[src/rtl/sat_accumulator3.sv]
// sat_accumulator3: 3-bit saturating accumulator with ready/valid input, falling-edge state.
// Ports:
//   i_clk       clock; every state update happens on its falling edge
//   i_reset_n   asynchronous active-low reset
//   i_clear     synchronous clear of total, beat count and flags (beats that arrive with it are dropped)
//   i_in_valid  producer offers a beat on i_in_data
//   i_in_data   unsigned increment 0..7
//   o_in_ready  block accepts a beat this cycle (low only while saturated)
//   o_acc       registered running total
//   o_full      total is saturated at LIMIT
//   o_ovf       sticky: an accepted beat would have pushed the total past LIMIT
//   o_done      one-cycle pulse on entry to saturation
//   o_beats     accepted beats since the last clear, modulo 8
module sat_accumulator3 #(
    parameter int LIMIT = 7
) (
    input  logic       i_clk,
    input  logic       i_reset_n,
    input  logic       i_clear,
    input  logic       i_in_valid,
    input  logic [2:0] i_in_data,
    output logic       o_in_ready,
    output logic [2:0] o_acc,
    output logic       o_full,
    output logic       o_ovf,
    output logic       o_done,
    output logic [2:0] o_beats
);
    typedef enum logic [1:0] {IDLE, RUN, FULL} state_t;
    localparam logic [3:0] L4 = 4'(LIMIT);
    state_t     r_state, w_state;
    logic [2:0] r_acc, w_acc, r_beats, w_beats;
    logic       r_full, w_full, r_ovf, w_ovf, r_done, w_done;
    logic [3:0] w_sum;
    logic       w_accept;
    // 4-bit sum keeps the adder carry-out so totals of 8..14 still compare above LIMIT
    assign w_sum      = {1'b0, r_acc} + {1'b0, i_in_data};
    assign o_in_ready = r_state != FULL;
    assign w_accept   = i_in_valid && o_in_ready;
    always_ff @(negedge i_clk or negedge i_reset_n) begin
        if (!i_reset_n) begin
            r_state <= IDLE;
            r_acc   <= '0;
            r_beats <= '0;
            r_full  <= 1'b0;
            r_ovf   <= 1'b0;
            r_done  <= 1'b0;
        end else begin
            r_state <= w_state;
            r_acc   <= w_acc;
            r_beats <= w_beats;
            r_full  <= w_full;
            r_ovf   <= w_ovf;
            r_done  <= w_done;
        end
    end
    // clear outranks a simultaneous accept, so that beat is neither added nor counted
    always_comb begin
        w_state = r_state;
        w_acc   = r_acc;
        w_beats = r_beats;
        w_full  = r_full;
        w_ovf   = r_ovf;
        w_done  = 1'b0;
        if (i_clear) begin
            w_state = IDLE;
            w_acc   = '0;
            w_beats = '0;
            w_full  = 1'b0;
            w_ovf   = 1'b0;
        end else if (w_accept) begin
            w_beats = r_beats + 3'd1;
            if (w_sum >= L4) begin
                w_state = FULL;
                w_acc   = L4[2:0];
                w_full  = 1'b1;
                w_done  = 1'b1;
                w_ovf   = r_ovf || (w_sum > L4);
            end else begin
                w_state = RUN;
                w_acc   = w_sum[2:0];
            end
        end
    end
    assign o_acc   = r_acc;
    assign o_beats = r_beats;
    assign o_full  = r_full;
    assign o_ovf   = r_ovf;
    assign o_done  = r_done;
endmodule

[config.mk]
export PLATFORM = sky130hd
export DESIGN_NAME = sat_accumulator3
export DESIGN_NICKNAME = d
export VERILOG_FILES = /design/src/rtl/sat_accumulator3.sv
export SDC_FILE = /design/constraint.sdc
export NUM_CORES = 1
export LEC_CHECK = 0
export ABC_CLOCK_PERIOD_IN_PS = 3200
export CORE_AREA = 4 4 41 43
export CTS_BUF_LIST = sky130_fd_sc_hd__clkbuf_16
export DETAILED_ROUTE_END_ITERATION = 12
export DIE_AREA = 0 0 45 47
export PLACE_DENSITY = 0.88
export REMOVE_ABC_BUFFERS = 1
export SLEW_MARGIN = 15
export SYNTH_ARGS = -nofsm -noshare
export SYNTH_HDL_FRONTEND = slang
export SYNTH_SLANG_ARGS = --single-unit
[constraint.sdc]
create_clock -name i_clk -period 3.2 [get_ports i_clk]
set_input_delay 0.48 -clock i_clk [delete_from_list [all_inputs] [get_ports i_clk]]
set_output_delay 0.48 -clock i_clk [all_outputs]
set_load 0.005 [all_outputs]
==> results of run 1 <==
## path summary, 6_finish.rpt
path,startpoint,endpoint,cells after the start
min in group asynchronous,i_reset_n,o_ovf,1
setup reg to reg,o_acc[0],o_done,6
hold / removal,o_ovf,o_ovf,1
setup / recovery,i_in_data[0],o_done,6
hold reg to reg,o_ovf,o_ovf,1
max in group asynchronous,i_reset_n,o_beats[0],1
## metrics by stage
| stage | utilization | hold WS [ns] | area, um^2 | total power, uW |
|---|---|---|---|---|
| CTS | 0.774 | 0.447 | 1010 | 587 |
| global placement | 0.649 | 0.443 | 845 | 323 |
| finish | 0.790 | 0.444 | 1030 | 603 |
| floorplan | - | 0.431 | 591 | 247 |
| global route | 0.790 | 0.474 | 1030 | 632 |
| detailed placement | 0.649 | 0.444 | 845 | 328 |
## where the power goes
part | switching [uW] | internal, uW | total (uW)
sequential | 11.9 | 159 | 171
clock | 60.5 | 164 | 224
combinational | 96.4 | 111 | 207
total | 169 | 434 | 603
## routing by layer
| metal | up-vias | track usage | share of wire |
|---|---|---|---|
| met5 | - | 0 | 0 |
| met4 | 0 | 0.105 | 0.019 |
| met3 | 5 | 0.0460 | 0.048 |
| met2 | 22 | 0.373 | 0.51 |
| met1 | 317 | 0.254 | 0.42 |
| li1 | 293 | - | - |
## layout make-up
cell class                 instances  share of cell area
tap                               15              0.0182
clock inverter                     1             0.00365
multi-input combinational         41               0.352
sequential                        11               0.268
timing repair buffer              34               0.271
clock buffer                       3              0.0730
inverter                           4              0.0146
## flip-flops by register name (all words and copies together) (netlist names)
| signal | count |
|---|---|
| o_acc | 3 |
| o_beats | 3 |
| o_done | 1 |
| o_full | 1 |
| o_ovf | 1 |
| r_state | 2 |
## layout by cell type (no fill, tap or decap), types with 2 or more instances in the layout
cell	instances
nor3_1	3
ha_4	2
nand3_1	4
ha_1	2
dlygate4sd2_1	10
a21oi_1	8
clkbuf_16	3
inv_1	4
dfrtn_1	11
o21ai_0	2
clkdlybuf4s50_1	3
buf_4	18
a211oi_1	4
## timing repair
action	4_1_cts	5_1_grt
pin swaps	7	3
hold buffers	0	0
resized for setup	29	2
setup endpoints to repair	18	6
setup buffers	5	3
## critical path, stage by stage
cell	delay [ns]
buf_6	0.10
ha_4	0.15
fa_2	0.43
and2_4	0.16
a221oi_4	0.33
nor2_1	0.08
## cell families after synthesis
| kind of cell | share of synthesized area |
|---|---|
| compound gates | 0.249 |
| simple gates | 0.112 |
| flops | 0.450 |
| buf+inv | 0.0593 |
| fa+ha+maj | 0.115 |
| xor+xnor | 0.0143 |
==> results.py, run 1 <==
metrics = {
    "outcome": {
        "status": "finished, violations left",
        "violations": "negative setup slack",
    },
    "global_route": {
        "grt_max_degree": 12,
        "antenna_found_initial": 0,
        "grt_pass1_wl_mm": 3.19,
        "track_usage": 0.216,
        "grt-ovfl-total": 0,
        "first_global_vias": 713,
    },
    "timing": {
        "rsz0062_at_grt": "yes",
        "finalHoldViolCount": 0,
        "setup_ws_ns": -0.0361,
        "relSlewSlack": 0.670,
        "finalMaxSlewViolations": 0,
        "setup_viol": 4,
        "worstMarginPinSlew_ns": 0.493,
        "skew_ns": 0.00303,
        "fin_tns_setup_ns": -0.107,
    },
    "critical_path": {
        "crit_path_start_kind": "input pin",
        "arrival_ns": 1.74,
        "crit_type": "input pin to flip-flop",
        "ff2ff_setup_slack_ns": 1.32,
        "worstPathMaxFanout": 4,
        "critPathCaptureType": "flip-flop",
        "cp_data_required_time_ns": 1.70,
    },
    "yosys": {
        "synth_area_leaders": "dfrtn_1 45%, ha_1 8.2%, a21oi_1 6.5%, a211oi_1 4.9%, fa_1 3.3%",
        "synthesis.area_um2": 612,
        "async_reset_ff_frac": 1.00,
        "synth_edf_count": 0,
        "ys_seq_elements": 11,
        "yosysTopAreaCell": "dfrtn_1",
        "synthDistinctLibCells": 27,
        "syn_inst": 60,
        "ys_warn_count": 0,
        "ys.flop_type": "dfrtn_1",
        "yosysSeqAreaShare": 0.450,
        "netlist.area_leader.share": 0.450,
        "synth_common_cells": "11 x dfrtn_1, 8 x a21oi_1, 4 x a211oi_1, 4 x ha_1, 4 x nand3_1",
        "avgSynthCellArea_um2": 10.2,
        "yosysMostFrequentCell": "dfrtn_1",
    },
    "floorplanning": {
        "die_w_um": 45,
        "initial_core_util": 0.470,
        "coreArea_um2": 1300,
        "ios": 17,
        "rows": 13,
        "die_area_um2": 2120,
        "die_y_um": 47,
    },
    "route": {
        "avgRoutedWirePerCell_um": 17.8,
        "drc_errors": 0,
        "vias_per_cell": 5.84,
        "num_vias": 637,
        "final_antenna_net_count": 0,
        "finalWirelength_mm": 1.94,
        "drt_pass1_iterations": 4,
        "drt_iter0_drc": 15,
    },
    "clock_network": {
        "cts_tree": "done",
        "cts_buffer_depth": 2,
        "clock-root-buffer": "clkbuf_16",
        "clock_sinks": 11,
        "clkLatencyLatePin_ns": 0.27,
        "clk_pin_slew_ns": 0.04,
        "numCtsBuffers": 3,
        "htreeDepth": 1,
    },
    "final_layout": {
        "fin_nets": 107,
        "stdcell_count": 109,
        "drive_above_1_share": 0.340,
        "area_delta_synth_final_pct": 68.1,
        "antennaDiodeCount": 0,
        "multi_input_area_um2": 362,
        "nFillCells": 91,
        "register_area_um2": 275,
    },
    "placed_design": {
        "globalplace.congestion": 0.830,
        "pre_cts_slack_ns": -0.846,
        "port_buffers": 16,
        "dp_hpwl_mm": 1.18,
        "dp_cells": 97,
    },
    "power_and_ir_drop": {
        "powerDensity_nw_per_um2": 586,
        "peakVddDrop_uv": 311,
        "p_leak_uw": 0.000501,
    },
    "flow_run": {
        "max_cap_viol_count": 0,
    },
    "hold_path": {
        "hold_path_class": "flip-flop to flip-flop",
    },
}
(Power assumes the default switching activity.)
==> run 2, diff against run 1 <==
--- a/config.mk
+++ b/config.mk
@@ -10,9 +10,11 @@
 export CTS_BUF_LIST = sky130_fd_sc_hd__clkbuf_16
 export DETAILED_ROUTE_END_ITERATION = 12
 export DIE_AREA = 0 0 45 47
-export PLACE_DENSITY = 0.88
+export DONT_BUFFER_PORTS = 1
+export PLACE_DENSITY = 0.72
 export REMOVE_ABC_BUFFERS = 1
 export SLEW_MARGIN = 15
 export SYNTH_ARGS = -nofsm -noshare
 export SYNTH_HDL_FRONTEND = slang
 export SYNTH_SLANG_ARGS = --single-unit
+export TNS_END_PERCENT = 10
==> run 2 against run 1 <==
The run now ends clean. Critical path type unchanged. Wire length decreased by 36%. Combinational power decreased by 46%. Clock power about the same. Non-clock buffer count decreased by 31. Die area unchanged. Critical path depth decreased by 1.
==> results.py, run 2 (same netlist as run 1, synthesis figures left out) <==
metrics = {
    "outcome": {
        "status": "finished clean",
    },
    "route": {
        "drc_errors": 0,
        "avgRoutedWirePerCell_um": 16.0,
        "final_antenna_net_count": 0,
        "drt_iter0_drc": 3,
        "vias_per_cell": 6.18,
        "finalWirelength_mm": 1.25,
        "drt_pass1_iterations": 4,
        "num_vias": 482,
    },
    "floorplanning": {
        "coreArea_um2": 1300,
        "initial_core_util": 0.470,
        "rows": 13,
        "die_y_um": 47,
        "die_w_um": 45,
        "die_area_um2": 2120,
        "ios": 17,
    },
    "final_layout": {
        "fin_nets": 76,
        "stdcell_count": 78,
        "area_delta_synth_final_pct": 21.9,
        "final_common_cell": "dfrtn_1",
        "nFillCells": 118,
        "drive_above_1_share": 0.190,
        "final_core_util": 0.573,
        "final_cell_mix": "11 x dfrtn_1, 8 x a21oi_1, 4 x nand3_1, 4 x a211oi_1",
        "antennaDiodeCount": 0,
    },
    "critical_path": {
        "r2r_end": "o_full",
        "crit_path_start_kind": "input pin",
        "worst_r2r_path_depth": 5,
        "arrival_ns": 1.70,
        "critical_path_buf_inv_count": 0,
        "cp_data_required_time_ns": 1.70,
        "slowest_stage": "fa_1",
        "reg2reg_from": "o_acc[0]",
        "max_stage_delay_ns": 0.50,
        "critPathCaptureType": "flip-flop",
        "crit_chain": "ha_4, fa_1, and2_4, a221oi_4, o2bb2ai_1",
        "crit_type": "input pin to flip-flop",
        "ff2ff_setup_slack_ns": 1.38,
        "worstPathMaxFanout": 4,
        "cp_top_family": "adder cells",
    },
    "hold_path": {
        "worstHoldStart": "r_state[1]",
        "hold_path_class": "flip-flop to flip-flop",
        "min_to": "r_state[1]",
        "whs_path_depth": 2,
    },
    "clock_network": {
        "numCtsBuffers": 3,
        "cts_setup_buffers": 0,
        "clk_pin_slew_ns": 0.03,
        "ctsHoldBuffers": 0,
        "clock-root-buffer": "clkbuf_16",
        "clkLatencyLatePin_ns": 0.27,
        "clock_sinks": 11,
        "cts_buffer_depth": 2,
        "cts_tree": "done",
        "htreeDepth": 1,
    },
    "flow_run": {
        "max_cap_viol_count": 0,
    },
    "timing": {
        "finalMaxSlewViolations": 0,
        "skew_ns": 0.000464,
        "relSlewSlack": 0.813,
        "setup_viol": 0,
        "rsz0062_at_grt": "yes",
        "worstMarginPinSlew_ns": 0.278,
        "finalHoldViolCount": 0,
    },
    "global_route": {
        "grt_pass1_wl_mm": 2.09,
        "first_global_vias": 469,
        "antenna_found_initial": 0,
        "grt-ovfl-total": 0,
        "track_usage": 0.141,
        "grt_max_degree": 12,
    },
    "placed_design": {
        "port_buffers": 0,
        "globalplace.congestion": 0.817,
        "dp_cells": 74,
        "dp_hpwl_um": 922,
    },
    "power_and_ir_drop": {
        "p_leak_uw": 0.000325,
        "peakVddDrop_uv": 297,
        "powerDensity_nw_per_um2": 689,
    },
}
## run 2: how the worst max path moves through the flow
| stage | startpoint | endpoint | slack [ns] | depth (start not counted) |
|---|---|---|---|---|
| 5_1_grt | i_in_data[0] | o_full | -0.05 | 5 |
| 4_1_cts | i_in_data[0] | o_full | 0.01 | 5 |
| 2_1_floorplan | i_in_data[0] | o_full | -0.28 | 5 |
| 3_5_place_dp | i_in_data[0] | o_full | -0.36 | 5 |
| 3_3_place_gp | i_in_data[0] | o_full | -0.31 | 5 |
| 6_report | i_in_data[0] | o_full | 0.007 | 5 |
## run 2: final cells by class
type	instances	area [um^2]	area share
multi-input combinational	41	334	0.448
sequential	11	275	0.369
clock buffer	3	75.1	0.101
timing repair buffer	3	22.5	0.0302
tap	15	18.8	0.0252
inverter	4	15.0	0.0201
clock inverter	1	5.00	0.00671
## run 2: routing by layer
layer / wire (um) / vias up / GRT usage / share of wire
li1: - / 228 / - / -
met1: 529 / 231 / 0.187 / 0.42
met2: 565 / 19 / 0.186 / 0.45
met3: 132 / 4 / 0.0843 / 0.11
met4: 18 / 0 / 0.0526 / 0.014
met5: 0 / - / 0 / 0
## run 2: timing repair
item / CTS / global route
gates resized for setup: 2 / 3
gates cloned: 0 / 0
pin swaps: 2 / 4
setup endpoints to repair: 3 / 4
## run 2: power by group
part / internal, uW / total (uW) / switching [uW]
sequential: 159 / 177 / 17.2
clock: 165 / 225 / 59.7
combinational: 54.6 / 112 / 57.8
## run 2: worst register-to-register path: stages, from the launching register on
cell       delay (ns)
dfrtn_1          0.39
ha_4             0.19
fa_1             0.50
and2_4           0.17
a221oi_4         0.29
o2bb2ai_1        0.11
## run 2: per-stage QoR
step | power [uW] | cell area [um^2] | worst slack, ns | hold WS [ns] | TNS (ns)
finish | 514 | 746 | 0.00665 | 0.453 | 0
floorplan | 247 | 591 | -0.279 | 0.431 | -1.06
detailed placement | 273 | 632 | -0.363 | 0.457 | -1.42
CTS | 514 | 726 | 0.0119 | 0.457 | 0
global route | 548 | 746 | -0.0499 | 0.504 | -0.0904
global placement | 271 | 632 | -0.312 | 0.454 | -1.27
